**config.mk**
```make
export PLATFORM = sky130hd
export DESIGN_NAME = lgn_host_link
export DESIGN_NICKNAME = d
export VERILOG_FILES = /design/src/rtl/lgn_host_link.sv
export SDC_FILE = /design/constraint.sdc
export NUM_CORES = 1
export LEC_CHECK = 0
export BUFFER_PORTS_ARGS = -buffer_cell sky130_fd_sc_hd__buf_2
export CORE_MARGIN = 3
export CORE_UTILIZATION = 50
export CTS_BUF_LIST = sky130_fd_sc_hd__clkbuf_2
export CTS_CLUSTER_SIZE = 20
export DETAILED_ROUTE_END_ITERATION = 7
export PLACE_DENSITY = 0.88
export SETUP_SLACK_MARGIN = 0.02
export SYNTH_ARGS = -nofsm -noshare
export SYNTH_HDL_FRONTEND = slang
export SYNTH_SLANG_ARGS = --single-unit
```
**constraint.sdc**
```tcl
create_clock -name clk -period 17.2 [get_ports clk]
set_input_delay 0.86 -clock clk [delete_from_list [all_inputs] [get_ports clk]]
set_output_delay 0.86 -clock clk [all_outputs]
set_load 0.02 [all_outputs]
```
**src/rtl/lgn_host_link.sv**
```systemverilog
// lgn_host_link: host-side initiator that streams in_vec out MSB byte first, then reassembles the response.
// Define LGN_HOST_TIMEOUT_EN to enable the receive watchdog (TIMEOUT_CYCLES).
module lgn_host_link #(
   parameter int INPUT_BITS     = 400,
   parameter int OUTPUT_BITS    = 50,
   parameter int BITS_PER_VALUE = 5,
   parameter int TIMEOUT_CYCLES = 1000000
) (
   input  logic                   clk,
   input  logic                   rst,
   input  logic                   start,
   input  logic [INPUT_BITS-1:0]  in_vec,
   output logic                   busy,
   output logic                   done,
   output logic [OUTPUT_BITS-1:0] out_vec,
   output logic                   err_format,
   output logic                   err_timeout,
   output logic [7:0]             tx_byte,
   output logic                   tx_dv,
   input  logic                   tx_active,
   input  logic                   tx_done,
   input  logic [7:0]             rx_byte,
   input  logic                   rx_dv
);
   localparam logic [15:0] TX_BYTES = 16'(INPUT_BITS / 8);
   localparam logic [15:0] RX_BYTES = 16'(OUTPUT_BITS / BITS_PER_VALUE);

   typedef enum logic [2:0] {IDLE, SEND, WAIT, RECV, FINISH} state_t;

   state_t                 state_q, state_d;
   logic [INPUT_BITS-1:0]  shift_q, shift_d;
   logic [OUTPUT_BITS-1:0] staging_q, staging_d, out_vec_d;
   logic [15:0]            tx_cnt_q, tx_cnt_d, rx_cnt_q, rx_cnt_d;
   logic [7:0]             tx_byte_d;
   logic                   busy_d, done_d, tx_dv_d, err_format_d, err_timeout_d;
   logic                   rx_take, rx_bad, to_expire;
   logic [OUTPUT_BITS-1:0] rx_payload;

   // Each byte enters at the top and shifts down, so byte k lands at slot k after the last byte.
   assign rx_payload = OUTPUT_BITS'(rx_byte[BITS_PER_VALUE-1:0]) << (OUTPUT_BITS - BITS_PER_VALUE);
   assign rx_bad     = (rx_byte >> BITS_PER_VALUE) != 8'd0;

`ifdef LGN_HOST_TIMEOUT_EN
   localparam int TO_W = $clog2(TIMEOUT_CYCLES + 1);
   logic [TO_W-1:0] to_cnt_q, to_cnt_d;

   always_comb begin
      to_cnt_d  = '0;
      to_expire = 1'b0;
      if (state_q == RECV && !rx_dv) begin
         if (to_cnt_q == TO_W'(TIMEOUT_CYCLES - 1)) to_expire = 1'b1;
         else                                       to_cnt_d  = to_cnt_q + TO_W'(1);
      end
   end

   always_ff @(posedge clk or posedge rst) begin
      if (rst) to_cnt_q <= '0;
      else     to_cnt_q <= to_cnt_d;
   end
`else
   assign to_expire = 1'b0;
`endif

   always_comb begin
      // NOTE: every target gets a default first, so no path through the case can infer a latch.
      state_d       = state_q;
      shift_d       = shift_q;
      staging_d     = staging_q;
      out_vec_d     = out_vec;
      tx_cnt_d      = tx_cnt_q;
      rx_cnt_d      = rx_cnt_q;
      tx_byte_d     = tx_byte;
      busy_d        = busy;
      done_d        = 1'b0;
      tx_dv_d       = 1'b0;
      err_format_d  = err_format;
      err_timeout_d = err_timeout;
      rx_take       = 1'b0;

      case (state_q)
         IDLE: if (start) begin
            shift_d       = in_vec;
            tx_cnt_d      = '0;
            rx_cnt_d      = '0;
            err_format_d  = 1'b0;
            err_timeout_d = 1'b0;
            busy_d        = 1'b1;
            state_d       = SEND;
         end
         SEND: if (!tx_active) begin
            tx_byte_d = shift_q[INPUT_BITS-1 -: 8];
            tx_dv_d   = 1'b1;
            state_d   = WAIT;
         end
         WAIT: if (tx_done) begin
            shift_d  = shift_q << 8;
            tx_cnt_d = tx_cnt_q + 16'd1;
            if (tx_cnt_d == TX_BYTES) begin
               state_d = RECV;
               rx_take = rx_dv;   // a byte arriving on the switch-over cycle is byte 0
            end else begin
               state_d = SEND;
            end
         end
         RECV:    rx_take = rx_dv;
         FINISH:  state_d = IDLE;
         default: state_d = IDLE;
      endcase

      if (rx_take) begin
         staging_d    = (staging_q >> BITS_PER_VALUE) | rx_payload;
         rx_cnt_d     = rx_cnt_q + 16'd1;
         err_format_d = err_format | rx_bad;
         if (rx_cnt_d == RX_BYTES) begin
            if (!err_format_d) out_vec_d = staging_d;
            done_d  = 1'b1;
            busy_d  = 1'b0;
            state_d = FINISH;
         end
      end

      if (to_expire) begin
         err_timeout_d = 1'b1;
         done_d        = 1'b1;
         busy_d        = 1'b0;
         state_d       = IDLE;
      end
   end

   // NOTE: state is updated with non-blocking assignments so all registers see pre-edge values.
   always_ff @(posedge clk or posedge rst) begin
      if (rst) begin
         state_q     <= IDLE;
         shift_q     <= '0;
         staging_q   <= '0;
         out_vec     <= '0;
         tx_cnt_q    <= '0;
         rx_cnt_q    <= '0;
         tx_byte     <= '0;
         busy        <= 1'b0;
         done        <= 1'b0;
         tx_dv       <= 1'b0;
         err_format  <= 1'b0;
         err_timeout <= 1'b0;
      end else begin
         state_q     <= state_d;
         shift_q     <= shift_d;
         staging_q   <= staging_d;
         out_vec     <= out_vec_d;
         tx_cnt_q    <= tx_cnt_d;
         rx_cnt_q    <= rx_cnt_d;
         tx_byte     <= tx_byte_d;
         busy        <= busy_d;
         done        <= done_d;
         tx_dv       <= tx_dv_d;
         err_format  <= err_format_d;
         err_timeout <= err_timeout_d;
      end
   end
endmodule

```
# --- Word level (Yosys, flattened, before mapping) ---
# Cells that the tools add are included.
word_totals:
  reg_bits: 547
  inputBits: 414
  output_inout_bits: 63
  elab_cells: 62
op_classes:
  add_sub_neg: 2
  eq_ne: 7
  muxes: 29
  bitwise_logic: 4
  reduce_logical: 9
ops:
  columns: ["cell", "count"]
  rows:
  - ["400-bit two-way mux", 2]
  - ["400-bit case mux with 2 select lines", 1]
  - ["16-bit two-way mux", 4]
  - ["45-bit by 50-bit bitwise OR with 50-bit output", 1]
  - ["16-bit by 1-bit adder with 16-bit output, second input constant", 2]
  - ["16-bit case mux with 2 select lines", 1]
  - ["16-bit by 4-bit equality test with 1-bit output, second input constant", 1]
  - ["16-bit by 6-bit equality test with 1-bit output, second input constant", 1]
  - ["3-bit two-way mux", 5]
  - ["1-bit two-way mux", 13]
  - ["3-bit case mux with 4 select lines", 1]
  - ["8-bit nonzero test", 1]
  - ["3-bit by 2-bit equality test with 1-bit output, second input constant", 2]
  - ["3-bit AND reduction", 2]
  - ["2-bit nonzero test", 3]
  - ["2-bit inequality test, second input constant", 2]
  - ["2-bit AND reduction", 2]
  - ["3-bit by 1-bit equality test with 1-bit output, second input constant", 1]
  - ["3-bit logical NOT", 1]
  - ["2-bit two-way mux", 1]
  - ["1-bit NOT", 2]
  - ["1-bit case mux with 2 select lines", 1]
  - ["1-bit bitwise OR", 1]

# --- Depth between registers and ports, before layout ---
depth:
  word_depth: 7
  mapped_depth: 10
  mapped_depth_nobuf: 8

# --- Least setup slack after synthesis ---
# No wires, ideal clock.
synth_timing:
  kind: "reg2reg"
  from: "register tx_cnt_q[0]"
  to: "register out_vec[29]"
  setup_ns: 0.125
  arrival_ns: 2.775
  required_ns: 17.075
  path_slack_ns: 14.300
  path_stages_with_launch: 10
  n_path_buf: 1
  period_less_slack_ns: 2.900
  cell_sequence: "dfrtp_1 -> ha_1 -> nand3_2 -> nor4_2 -> and3_1 -> o2111ai_1 -> o31ai_4 -> nor3b_2 -> buf_4 -> mux2_2"
synth_via:
  elab_chain_cells: 6
synth_lines:
  columns: ["item", "line", "rtl"]
  rows:
  - ["from (decl)", "33", "logic [15:0] tx_cnt_q, tx_cnt_d, rx_cnt_q, rx_cnt_d;"]
  - ["from (signal assigned)", "150", "tx_cnt_q <= tx_cnt_d;"]
  - ["16-bit by 1-bit adder with 16-bit output", "97", "tx_cnt_d = tx_cnt_q + 16'd1;"]
  - ["16-bit by 6-bit equality test with 1-bit output", "98", "if (tx_cnt_d == TX_BYTES) begin"]
  - ["1-bit two-way mux", "98", null]
  - ["1-bit two-way mux", "95", "WAIT: if (tx_done) begin"]
  - ["1-bit case mux with 2 select lines", "80", "case (state_q)"]
  - ["3-bit AND reduction (no line)", null, null]
  - ["to (signal assigned)", "149", "out_vec <= out_vec_d;"]
  - ["to (decl)", "15", "output logic [OUTPUT_BITS-1:0] out_vec,"]
# Every way passes these cells.
# A chain may end at the register's enable or synchronous reset.

# --- Worst setup path in the final report ---
layout_timing:
  from: "register state_q[0]"
  to: "register shift_q[348]"
layout_via:
  elab_chain_cells: 3
layout_lines:
  columns: ["item", "line", "rtl"]
  rows:
  - ["from (decl)", "30", "state_t state_q, state_d;"]
  - ["from (signal assigned)", "146", "state_q <= state_d;"]
  - ["3-bit by 2-bit equality test with 1-bit output or 3-bit logical NOT (tied branches)", "80", null]
  - ["2-bit inequality test (no line) or 2-bit nonzero test (tied branches)", null, null]
  - ["3-bit AND reduction (no line)", null, null]
  - ["to (signal assigned)", "147", "shift_q <= shift_d;"]
  - ["to (decl)", "31", "logic [INPUT_BITS-1:0] shift_q, shift_d;"]
# Parallel ways exist; a longest one is shown, timed or not.

==> results.cfg <==
[outcome]
run_status = finished, final reports clean

[worst_setup_path]
reg2reg_slack_ps = 12750
worstSetupPathType = reg -> reg
r2r_cells = 6
crit_fanout = 144
rr_endpoint = shift_q[348]
crit_chain = nor2_1 -> and2_4 -> buf_12 -> buf_4 -> mux2i_1 -> o21ai_0
path_buf_inv = 2
max_stage_delay_ps = 950
worstReg2RegStart = state_q[0]
end_kind = register
required_ps = 18300
arrival_ps = 5550
critPathSlowestCell = and2_4
start_kind = register
path_delay_family = buffers and inverters

[final_layout]
stdcell_count = 3820
area_growth_pct = 33.8
drive_gt1_frac = 0.251
register_area_sq_um = 13600
multi_input_area_sq_um = 10000
fillers = 3037
nets = 3516

[place]
placedCellCount = 3152
place_congestion = 0.875
dp_hpwl_um = 41300
numPortBuffers = 475

[timing]
grt_setup_unrepaired = no
setup_viol = 0
clock_skew_ps = 128
max-slew-margin-rel = 0.189
worst_slew_pin_slew_ps = 1220
final.period_utilization = 0.259
drv_slew = 0
min_period_ps = 4460
fin_setup_tns_ps = 0
max_freq_mhz = 224
hold_viol_final = 0

[global_routing]
grt_busiest_layer = met2
grtUsageMet1 = 0.338
track_usage = 0.325
grt_pass1_vias = 24100
antenna_found_initial = 22
use_met2 = 0.551
use_met3 = 0.104
grt_max_degree = 333
grt_overflow = 0
grt_pass1_wl_um = 128000

[die]
die-area_sq_um = 51000
io_pins = 477
die_h_um = 226
rows = 79
core_sq_um = 47100
initial_core_util = 0.513
die_x_um = 226

[clock_network]
cts_setup_buffers = 0
clock-sinks = 542
tritoncts = done
cts_hold_buf = 411
root_buffer = clkbuf_2
h-tree-depth = 4
cts_buffers = 140
insertion_delay_ps = 1340
clk_pin_slew_worst_paths_ps = 160
clk_path_buf_depth = 3
cts-resized-gates = 0

[synthesis]
synth_commonest_cells = dfrtp_1 (542), o21ai_0 (416), nand2_1 (415)
synthDominantCellAreaShare = 0.561
synth-seq-area-share = 0.561
synth_flop_cell = dfrtp_1
ys_top_cells_by_area = dfrtp_1 (56%), mux2i_1 (16%), o21ai_0 (8.6%), nand2_1 (6.4%), mux2_2 (4.1%)
yosys.cell_count.top_type = dfrtp_1
synthCells = 2212
ys_types = 55
ys_warn_count = 0
synth-seq-cells = 542
ys_async_sr_fraction = 1.00
syn_area_sq_um = 24200
synth_area_per_cell_sq_um = 10.9
synth_top_area_cell = dfrtp_1
synth_nets = 2630
synth_edf_count = 0

[worst_hold_path]
hold_path_class = in -> async

[detailed_routing]
first_iter_violations = 2023
viasPerCell = 5.78
wl_um = 83200
ant_nets = 0
drt_first_pass_iters = 7
drc_errors = 0
via_count = 22100
wl_per_cell_um = 21.8

[power]
leakage_uw = 0.0153
max-vdd-ir-drop_uv = 128
powerDensity_nw_per_um2 = 147
power.total_uw = 4750

[run]
cap_viol_max_count = 0
placed cells by master (no fill, tap or decap), types with 4 or more instances in the layout:
cell type and n:
buf_12 4, a221o_1 6, mux2_2 88, nor2b_1 6, nor3_1 13, and3_1 11
nor2_1 25, inv_1 4, o21ai_0 416, a21oi_1 7, clkbuf_2 195, mux2_1 17
diode_2 28, ha_1 4, o41ai_1 4, nor3b_1 5, buf_4 12, bufinv_16 6
clkinv_1 23, mux2i_1 397, buf_2 475, dlygate4sd3_1 411, a22o_1 11, xnor2_1 8
nand4_1 7, or3_1 4, nand3_1 17, dfrtp_1 542, nand2_1 415
layout make-up:
cell class,count,area share
clock inverters,34,0.00909
multi-input cells,1507,0.309
well taps,607,0.0235
repair buffers,902,0.206
clock buffers,195,0.0302
flip-flops and latches,542,0.419
inverters,5,0.000812
diodes,28,0.00217
logic make-up after synthesis:
group / after synthesis / share of synthesized area
mux: 502 / 0.213
flops: 542 / 0.561
xor+xnor: 11 / 0.00398
fa+ha+maj: 4 / 0.00207
other cells: 1 / 0.000155
buf+inv: 163 / 0.0266
simple gates: 524 / 0.0903
compound gates: 465 / 0.103
worst max path at each step:
stage | depth (start not counted) | end | startpoint
global route | 6 | shift_q[314] | state_q[2]
finish | 6 | shift_q[348] | state_q[0]
detailed placement | 7 | shift_q[397] | tx_done
global placement | 7 | shift_q[359] | tx_done
CTS | 7 | rx_cnt_q[13] | state_q[0]
floorplan | 1 | busy | rst
where the power goes:
| part | internal [uW] | total [uW] | switching [uW] |
|---|---|---|---|
| combinational | 649 | 1620 | 974 |
| sequential | 1790 | 2170 | 385 |
| clock | 391 | 960 | 569 |
worst min-delay path: cells and delay by family:
kind                   cells  cell delay, ps
buffers and inverters      3            1320
per-layer routing:
metal,routed length (um),up-vias,share of wire
met4,6480,4,0.078
met3,6460,547,0.078
met2,41700,1416,0.50
met5,25,-,0.00030
met1,28500,10500,0.34
li1,-,9580,-
registers in the layout, summed over array words and instances (netlist names):
| name | cells |
|---|---|
| busy | 1 |
| done | 1 |
| err_format | 1 |
| out_vec | 50 |
| rx_cnt_q | 16 |
| shift_q | 400 |
| staging_q | 45 |
| state_q | 3 |
| tx_byte | 8 |
| tx_cnt_q | 16 |
| tx_dv | 1 |
stage by stage:
step / worst slack [ps] / utilization / hold WS [ps] / area, sq um
2_1_floorplan: 1190 / - / 444 / 24200
3_3_place_gp: 12990 / 0.571 / 461 / 26900
3_5_place_dp: 12880 / 0.571 / 470 / 26900
4_1_cts: 12960 / 0.685 / 119 / 32300
5_1_grt: 12680 / 0.686 / 198 / 32300
6_report: 12750 / 0.686 / 320 / 32400
(Power assumes the default switching activity.)
